$ cat config.mk
export PLATFORM = sky130hd
export DESIGN_NAME = scan_sel_gen_flat
export DESIGN_NICKNAME = d
export VERILOG_FILES = /design/src/rtl/scan_sel_if.sv /design/src/rtl/scan_sel_gen.sv /design/src/flat_wrapper.sv
export SDC_FILE = /design/constraint.sdc
export NUM_CORES = 1
export LEC_CHECK = 0
export BUFFER_PORTS_ARGS = -buffer_cell sky130_fd_sc_hd__buf_2
export CAP_MARGIN = 0
export CORE_ASPECT_RATIO = 1.75
export CORE_MARGIN = 8
export CORE_UTILIZATION = 45
export CTS_CLUSTER_DIAMETER = 60
export CTS_CLUSTER_SIZE = 25
export DETAILED_ROUTE_END_ITERATION = 7
export PLACE_DENSITY_LB_ADDON = 0.3
export SLEW_MARGIN = 15
export SYNTH_ARGS = -nofsm -noshare
export SYNTH_HDL_FRONTEND = slang
export SYNTH_SLANG_ARGS = --single-unit
$ cat constraint.sdc
create_clock -name clk -period 5.2 [get_ports clk]
set_clock_uncertainty 0.1 [all_clocks]
set_input_delay 1.04 -clock clk [delete_from_list [all_inputs] [get_ports clk]]
set_output_delay 1.04 -clock clk [all_outputs]
set_load 0.02 [all_outputs]
$ cat src/rtl/scan_sel_if.sv
// Control and select bundle between a scan controller (master) and scan_sel_gen (slave).
// The master drives enable, divider, mask and mode; the slave returns select, valid and wrap.
interface scan_sel_if #(
  parameter int DIV_W = 16
);
  logic             en;
  logic [DIV_W-1:0] div;
  logic [7:0]       mask;
  logic [1:0]       mode;
  logic [2:0]       sel;
  logic             valid;
  logic             wrap;

  modport master (output en, div, mask, mode, input sel, valid, wrap);
  modport slave  (input en, div, mask, mode, output sel, valid, wrap);
endinterface

$ cat src/rtl/scan_sel_gen.sv
// Scan select sequencer: prescaled stepping over 8 masked positions in up, down, ping-pong or hold mode.
//   state  | meaning
//   DIR_UP | ping-pong currently sweeping toward position 7
//   DIR_DN | ping-pong currently sweeping toward position 0
module scan_sel_gen #(
  parameter int DIV_W = 16
) (
  input  logic clk,
  input  logic rst_n,
  scan_sel_if.slave bus
);

  typedef enum logic [1:0] {
    MODE_UP   = 2'b00,
    MODE_DN   = 2'b01,
    MODE_PP   = 2'b10,
    MODE_HOLD = 2'b11
  } mode_t;

  typedef enum logic {
    DIR_UP = 1'b0,
    DIR_DN = 1'b1
  } dir_t;

  logic [DIV_W-1:0] r_cnt;
  logic [DIV_W-1:0] w_cnt_nxt;
  logic [2:0]       r_sel;
  logic [2:0]       w_sel_nxt;
  dir_t             r_dir;
  dir_t             w_dir_nxt;
  logic             r_wrap;
  logic             w_wrap_nxt;
  logic             w_tick;
  mode_t            w_mode;

  // Circular (cu/cd) and non-wrapping (lu/ld) nearest-active searches from r_sel.
  logic [2:0] w_cu_idx, w_cd_idx, w_lu_idx, w_ld_idx;
  logic       w_cu_hit, w_cd_hit, w_lu_hit, w_ld_hit;
  logic       w_cu_cross, w_cd_cross;
  logic [3:0] w_up_sum, w_dn_sum;

  assign w_mode = mode_t'(bus.mode);
  assign w_tick = bus.en && (r_cnt >= bus.div);

  // Descending k so the nearest hit (smallest k) is the one that sticks.
  always_comb begin
    w_cu_idx   = r_sel;
    w_cd_idx   = r_sel;
    w_lu_idx   = r_sel;
    w_ld_idx   = r_sel;
    w_cu_hit   = 1'b0;
    w_cd_hit   = 1'b0;
    w_lu_hit   = 1'b0;
    w_ld_hit   = 1'b0;
    w_cu_cross = 1'b0;
    w_cd_cross = 1'b0;
    w_up_sum   = 4'd0;
    w_dn_sum   = 4'd0;
    for (int k = 7; k >= 1; k--) begin
      w_up_sum = {1'b0, r_sel} + 4'(k);
      w_dn_sum = {1'b0, r_sel} - 4'(k);
      if (bus.mask[w_up_sum[2:0]]) begin
        w_cu_idx   = w_up_sum[2:0];
        w_cu_hit   = 1'b1;
        w_cu_cross = w_up_sum[3];
        if (!w_up_sum[3]) begin
          w_lu_idx = w_up_sum[2:0];
          w_lu_hit = 1'b1;
        end
      end
      if (bus.mask[w_dn_sum[2:0]]) begin
        w_cd_idx   = w_dn_sum[2:0];
        w_cd_hit   = 1'b1;
        w_cd_cross = w_dn_sum[3];
        if (!w_dn_sum[3]) begin
          w_ld_idx = w_dn_sum[2:0];
          w_ld_hit = 1'b1;
        end
      end
    end
  end

  always_comb begin
    w_cnt_nxt  = r_cnt;
    w_sel_nxt  = r_sel;
    w_dir_nxt  = r_dir;
    w_wrap_nxt = 1'b0;
    if (!bus.en) begin
      w_cnt_nxt = '0;
    end else if (!w_tick) begin
      w_cnt_nxt = r_cnt + {{(DIV_W-1){1'b0}}, 1'b1};
    end else begin
      w_cnt_nxt = '0;
      if (bus.mask != 8'h00) begin
        case (w_mode)
          MODE_UP: begin
            if (w_cu_hit) begin
              w_sel_nxt  = w_cu_idx;
              w_wrap_nxt = w_cu_cross;
            end else begin
              w_wrap_nxt = 1'b1;
            end
          end
          MODE_DN: begin
            if (w_cd_hit) begin
              w_sel_nxt  = w_cd_idx;
              w_wrap_nxt = w_cd_cross;
            end else begin
              w_wrap_nxt = 1'b1;
            end
          end
          MODE_PP: begin
            if (r_dir == DIR_UP) begin
              if (w_lu_hit) begin
                w_sel_nxt = w_lu_idx;
              end else begin
                w_dir_nxt  = DIR_DN;
                w_wrap_nxt = 1'b1;
                if (w_ld_hit) w_sel_nxt = w_ld_idx;
              end
            end else begin
              if (w_ld_hit) begin
                w_sel_nxt = w_ld_idx;
              end else begin
                w_dir_nxt  = DIR_UP;
                w_wrap_nxt = 1'b1;
                if (w_lu_hit) w_sel_nxt = w_lu_idx;
              end
            end
          end
          default: begin
            w_sel_nxt = r_sel;
          end
        endcase
      end
    end
  end

  always_ff @(posedge clk or negedge rst_n) begin
    if (!rst_n) begin
      r_cnt  <= '0;
      r_sel  <= 3'd0;
      r_dir  <= DIR_UP;
      r_wrap <= 1'b0;
    end else begin
      r_cnt  <= w_cnt_nxt;
      r_sel  <= w_sel_nxt;
      r_dir  <= w_dir_nxt;
      r_wrap <= w_wrap_nxt;
    end
  end

  assign bus.sel   = r_sel;
  assign bus.valid = bus.mask[r_sel];
  assign bus.wrap  = r_wrap;

endmodule

$ cat src/flat_wrapper.sv
// flat-port wrapper written by rule: the top's interface ports become plain ports
module scan_sel_gen_flat 
#(
  parameter int DIV_W = 16
)
  (clk, rst_n, bus_en, bus_div, bus_mask, bus_mode, bus_sel, bus_valid, bus_wrap);
  scan_sel_if #(.DIV_W(DIV_W)) bus_i ();
  input  logic clk;
  input  logic rst_n;
  input wire logic [$bits(bus_i.en)-1:0] bus_en;
  input wire logic [$bits(bus_i.div)-1:0] bus_div;
  input wire logic [$bits(bus_i.mask)-1:0] bus_mask;
  input wire logic [$bits(bus_i.mode)-1:0] bus_mode;
  output wire logic [$bits(bus_i.sel)-1:0] bus_sel;
  output wire logic [$bits(bus_i.valid)-1:0] bus_valid;
  output wire logic [$bits(bus_i.wrap)-1:0] bus_wrap;
  assign bus_i.en = bus_en;
  assign bus_i.div = bus_div;
  assign bus_i.mask = bus_mask;
  assign bus_i.mode = bus_mode;
  assign bus_sel = bus_i.sel;
  assign bus_valid = bus_i.valid;
  assign bus_wrap = bus_i.wrap;
  scan_sel_gen #(.DIV_W(DIV_W)) u_core (.clk(clk), .rst_n(rst_n), .bus(bus_i));
endmodule
# == After elaboration in Yosys (flattened, before gate mapping) ==
# Index checks and enable logic that the tools add are counted.
# op_classes
n_addsub,15
reduce_logical,6
n_mux,149
n_lt_le_gt_ge,16
n_eq_ne,7
# ops
op,count
two-way mux 3 bit,49
two-way mux 1 bit,81
< comparator 3 x 4 -> 1 bit (second input constant),15
binary-select mux 1 bit (select 3 bit),15
two-way mux 16 bit,2
adder 16 x 1 -> 16 bit (second input constant),1
adder 3 x 3 -> 4 bit (second input constant),4
>= comparator 16 bit,1
inequality test 8 x 1 -> 1 bit (second input constant),2
subtractor 3 x 3 -> 4 bit (second input constant),4
one-hot mux 3 bit (3 select lines),1
AND reduction 9 bit,1
adder 3 x 2 -> 4 bit (second input constant),2
nonzero test 8 bit,1
subtractor 3 x 2 -> 4 bit (second input constant),2
adder 3 x 1 -> 4 bit (second input constant),1
inequality test 2 x 1 -> 1 bit (second input constant),2
AND reduction 4 bit,1
subtractor 3 x 1 -> 4 bit (second input constant),1
inequality test 3 x 1 -> 1 bit (second input constant),1
one-hot mux 1 bit (3 select lines),1
nonzero test 3 bit,1
== test 2 x 1 -> 1 bit (second input constant),1
== test 2 bit (second input constant),1
other kinds (2),2
# word_totals
output_inout_bits,5
regBits,21
word_cells,197

# == Longest topological paths before layout ==
# logic_depth
word_depth,22
depth_mapped,16
depth_no_buf,10

# == Least setup slack after synthesis ==
# No wires, ideal clock.
# synth_timing
kind,register to register
from,register u_core.r_sel[0] (netlist: u_core.bus.sel[0])
to,register u_core.r_wrap (netlist: u_core.bus.wrap)
path_stages_with_launch,15
n_path_buf,4
period_less_slack_ns,4.050
t_required_ns,4.974
arrival_time_ns,3.824
path_slack_ns,1.150
path_cell_list,dfrtp_1 buf_6 buf_6 clkbuf_1 inv_1 clkbuf_1 ha_1 xnor2_2 mux4_2 o21ai_1 a2111oi_4 and2_1 a222oi_1 o211ai_1 o311a_1
# synth_between
elab_chain_len,22
word_cells_on_any_way,107
classes_between,14 x add/sub; 93 x mux
# synth_lines
item,line_no,source
start: declaration,scan_sel_gen.sv:27,logic [2:0] r_sel;
start signal: assignment,scan_sel_gen.sv:147,r_sel <= w_sel_nxt;
adder 3 x 3 -> 4 bit or subtractor 3 x 3 -> 4 bit (tied branches),"scan_sel_gen.sv:60, scan_sel_gen.sv:61",
"binary-select mux 1 bit (select 3 bit), on equally long branches","scan_sel_gen.sv:62, scan_sel_gen.sv:71",
"two-way mux 1 bit, on equally long branches (2 in a row)","scan_sel_gen.sv:62, scan_sel_gen.sv:71",
"two-way mux 1 bit, on equally long branches","scan_sel_gen.sv:66, scan_sel_gen.sv:75",
"two-way mux 1 bit, on equally long branches","scan_sel_gen.sv:62, scan_sel_gen.sv:71",
"two-way mux 1 bit, on equally long branches","scan_sel_gen.sv:66, scan_sel_gen.sv:75",
"two-way mux 1 bit, on equally long branches","scan_sel_gen.sv:62, scan_sel_gen.sv:71",
"two-way mux 1 bit, on equally long branches","scan_sel_gen.sv:66, scan_sel_gen.sv:75",
[6 not listed],--,
"two-way mux 1 bit, on equally long branches","scan_sel_gen.sv:62, scan_sel_gen.sv:71",
"two-way mux 1 bit, on equally long branches","scan_sel_gen.sv:114, scan_sel_gen.sv:122",
two-way mux 1 bit,scan_sel_gen.sv:113,if (r_dir == DIR_UP) begin
one-hot mux 1 bit (3 select lines) *,scan_sel_gen.sv:95,case (w_mode)
two-way mux 1 bit *,scan_sel_gen.sv:94,if (bus.mask != 8'h00) begin
two-way mux 1 bit *,scan_sel_gen.sv:90,end else if (!w_tick) begin
two-way mux 1 bit *,scan_sel_gen.sv:88,if (!bus.en) begin
net u_core.w_wrap_nxt,scan_sel_gen.sv:32,logic w_wrap_nxt;
end signal: assignment,scan_sel_gen.sv:149,r_wrap <= w_wrap_nxt;
end: declaration,scan_sel_gen.sv:31,logic r_wrap;
# Mark *: on every way through the listed nets, which the timed path passes. The rest lies on a longest branch. The select of a mux whose other input is x is not followed.
# A chain may end at the register's enable or synchronous reset.

# == Worst setup path in the final report ==
# layout_timing
from,register u_core.r_sel[0] (netlist: u_core.bus.sel[0])
to,register u_core.r_sel[0] (netlist: u_core.bus.sel[0])
# layout_between
elab_chain_len,20
word_cells_on_any_way,140
classes_between,14 x add/sub; 5 x eq/ne; 120 x mux; 1 x reduce/logical
# layout_lines
item,line_no
subtractor 3 x 3 -> 4 bit or adder 3 x 3 -> 4 bit (tied branches),"scan_sel_gen.sv:61, scan_sel_gen.sv:60"
"binary-select mux 1 bit (select 3 bit), on equally long branches","scan_sel_gen.sv:71, scan_sel_gen.sv:62"
"two-way mux 1 bit, on equally long branches","scan_sel_gen.sv:71, scan_sel_gen.sv:62"
"two-way mux 3 bit, on equally long branches","scan_sel_gen.sv:71, scan_sel_gen.sv:62"
"two-way mux 3 bit, on equally long branches","scan_sel_gen.sv:75, scan_sel_gen.sv:66"
"two-way mux 3 bit, on equally long branches","scan_sel_gen.sv:71, scan_sel_gen.sv:62"
"two-way mux 3 bit, on equally long branches","scan_sel_gen.sv:75, scan_sel_gen.sv:66"
"two-way mux 3 bit, on equally long branches","scan_sel_gen.sv:71, scan_sel_gen.sv:62"
[4 not listed],--
"two-way mux 3 bit, on equally long branches","scan_sel_gen.sv:75, scan_sel_gen.sv:66"
"two-way mux 3 bit, on equally long branches","scan_sel_gen.sv:71, scan_sel_gen.sv:62"
"two-way mux 3 bit, on equally long branches","scan_sel_gen.sv:75, scan_sel_gen.sv:66"
"two-way mux 3 bit, on equally long branches","scan_sel_gen.sv:71, scan_sel_gen.sv:62"
"two-way mux 3 bit, on equally long branches","scan_sel_gen.sv:119, scan_sel_gen.sv:127"
"two-way mux 3 bit, on equally long branches","scan_sel_gen.sv:114, scan_sel_gen.sv:122"
two-way mux 3 bit,scan_sel_gen.sv:113
one-hot mux 3 bit (3 select lines),scan_sel_gen.sv:95
# Parallel ways exist; a longest one is shown, timed or not. The select of a mux whose other input is x is not followed.

==> reports/results.ini <==
[status]
status = finished, final reports clean

[place]
io_buffer_count = 33
hpwl_mm = 9.88
place.gp.congestion = 1.09

[timing]
slew_viol_final = 0
fin_hold_ws_ns = 0.440
rsz0062_at_grt = no
tightest_slew_ns = 0.793
slew_headroom_pct = 45.6
timing.final.crit_share_pct = 85.6
finalCriticalPeriod_ns = 4.45
fin_setup_tns_ns = 0
finalHoldViolations = 0
maxClockFrequency_ghz = 0.225
setup_viol = 0

[synthesis]
ys_warn_count = 0
synthTopCellsByArea = dfrtp_1, ha_1, mux4_2
synth_largest_area_cell = dfrtp_1
synth_edf_count = 0
synth-seq-area-share_pct = 14.4
async_flop_share_pct = 100
ys_types = 76
postSynthRegisterBits = 21
netlist_instances = 433
netlist.area_leader.share_pct = 14.4
syn_nets = 492
avgSynthCellArea_um2 = 8.45
synth_commonest_cells = nor2_1, nand2_1, ha_1
synthFlopType = dfrtp_1
synth_most_common_cell = nor2_1
syn-cell-area_um2 = 3660

[final_layout]
num-nets-final = 514
drive_gt1_share_pct = 19.6
area_delta_synth_final_pct = 7.80
postLayoutCoreUtil_pct = 49.8
diodes = 0
fill_cells = 757

[route]
avgRoutedWirePerCell_um = 24.0
top_layer = met4
wl_met3_mm = 1.01
routed_via_density = 7.08
dr_total_vias = 3852
initialDrtViolationCount = 374
wl_met1_mm = 4.57
remaining_drc_errors = 0
wl_met2_mm = 6.55
ant_nets = 0
wirelength_mm = 13.1
drtPass1Iterations = 5

[global_routing]
grt_usage_pct = 22.3
grt_pass1_wl_mm = 20.4
grt_pass1_vias = 3804
grt_antenna_before_repair = 0
overflow = 0
grt_max_degree = 30

[min_path]
hold_class = flop to flop
hold_start = u_core.r_cnt[0]

[cts]
h-tree-depth = 1
cts_buffers = 3
postCtsHoldBufs = 0
cts_sinks = 21
clk-insertion-delay-late_ns = 0.26
cts_max_path_buffers = 2
cts_tree = yes
path_clk_slew_ns = 0.07
post_cts_resized = 0
postCtsSetupBuffers = 0
cts_root_buffer = clkbuf_16

[critical_path]
r2r-start = u_core.bus.sel[0]
slowest_stage = dfrtp_1
cp-end-kind = flop
crit_type = flop to flop
critical_path_arrival_ns = 4.45
cp_max_fo = 29
worstSetupStartpointType = flop
slowest_delay_ns = 0.78
cp_cell_sequence = buf_4, mux2i_1, mux4_2, nand2b_2, o31ai_1, or4b_1, nand4_1, o2111ai_1, a31oi_1
cp.required_ns = 5.20
startpoint = u_core.bus.sel[0]

[floorplanning]
fp.dieW_um = 84.1
fp.dieH_um = 135
core-area_um2 = 7910
design.die.area_um2 = 11400
start_util_pct = 46.2
rows = 43
ioPinCount = 34

[job]
max_cap_violations = 0

[power]
ir_worst_vdd_uv = 178
cellPowerDensity_nw_per_um2 = 332
leakage_nw = 1.75

[critical path, delay by kind of cell (launching register included)]
family                 cells  cell delay (ns)
AOI/OAI and AO/OA          3             0.68
DFF                        1             0.78
and+or+nand+nor            3             0.97
buffers and inverters      1             0.48
muxes                      2             1.27
[through the flow]
stage / instances / cell area, um2 / setup WS, ns / total power [mW]
2_1_floorplan: 433 / 3660 / 1.15 / 0.868
3_3_place_gp: 540 / 3860 / 0.948 / 1.10
3_5_place_dp: 540 / 3860 / 0.971 / 1.09
4_1_cts: 544 / 3940 / 0.928 / 1.27
5_1_grt: 544 / 3940 / 0.548 / 1.37
6_report: 544 / 3940 / 0.751 / 1.31
[kinds of logic (layout without fill, tap and decap cells)]
group                      Yosys count  in the layout  synth area share, %
AOI/OAI and AO/OA                  117            117                 23.3
xor gates and xnor gates            18             18                 5.44
adders and majority gates           30             30                 10.3
buffers and inverters               51             72                 6.36
DFF                                 21             21                 14.4
muxes                               44             44                 18.9
and+or+nand+nor                    152            152                 21.4
[placed cells by master (no fill, tap or decap), types with 7 or more instances in the layout]
cell type | synthesis | routed
nand4_1 | 9 | 9
ha_1 | 30 | 30
xor2_1 | 9 | 9
buf_4 | 0 | 7
o21ai_0 | 16 | 16
nand2_1 | 34 | 34
and3_1 | 11 | 11
o211ai_1 | 11 | 11
nor3_1 | 7 | 7
nor2_1 | 37 | 37
buf_2 | 3 | 33
dfrtp_1 | 21 | 21
nand3_1 | 20 | 20
mux4_2 | 15 | 15
a21oi_1 | 27 | 27
inv_1 | 27 | 27
mux2i_1 | 18 | 18
[worst paths after layout]
| path | to | slack, ns | cells past startpoint |
|---|---|---|---|
| worst max-delay path | u_core.bus.sel[0] | 0.75 | 9 |
| min in group asynchronous | u_core.r_cnt[11] | 0.65 | 1 |
| worst min register to register | u_core.r_cnt[0] | 0.44 | 1 |
| worst min-delay path | u_core.r_cnt[0] | 0.44 | 1 |
| max in group asynchronous | u_core.bus.sel[2] | 4.00 | 1 |
| worst max register to register | u_core.bus.sel[0] | 0.75 | 9 |
[metal layers]
metal / GRT usage (%) / up-vias
met5: 0 / -
met2: 39.0 / 257
met3: 4.58 / 69
met4: 16.4 / 0
met1: 22.8 / 1835
li1: - / 1691
[flip-flops by register name, summed over array words and instances, names as in the netlist]
register / count
u_core.r_dir: 1
u_core.bus.sel: 3
u_core.bus.wrap: 1
u_core.r_cnt: 16
[report_power, final]
| part | internal (mW) | switching [mW] | total, mW |
|---|---|---|---|
| logic | 0.354 | 0.599 | 0.953 |
| registers | 0.169 | 0.0142 | 0.183 |
| clock network | 0.104 | 0.0693 | 0.174 |
[cell type report]
class	count	area [um2]	area share, %
multi-input cells	361	2900	73.5
clock buffers	3	75.1	1.90
inverters	28	105	2.67
clock inverters	1	7.51	0.190
repair buffers	40	218	5.52
well taps	90	113	2.86
flip-flops and latches	21	526	13.3
Power figures use the tool's default switching activity.
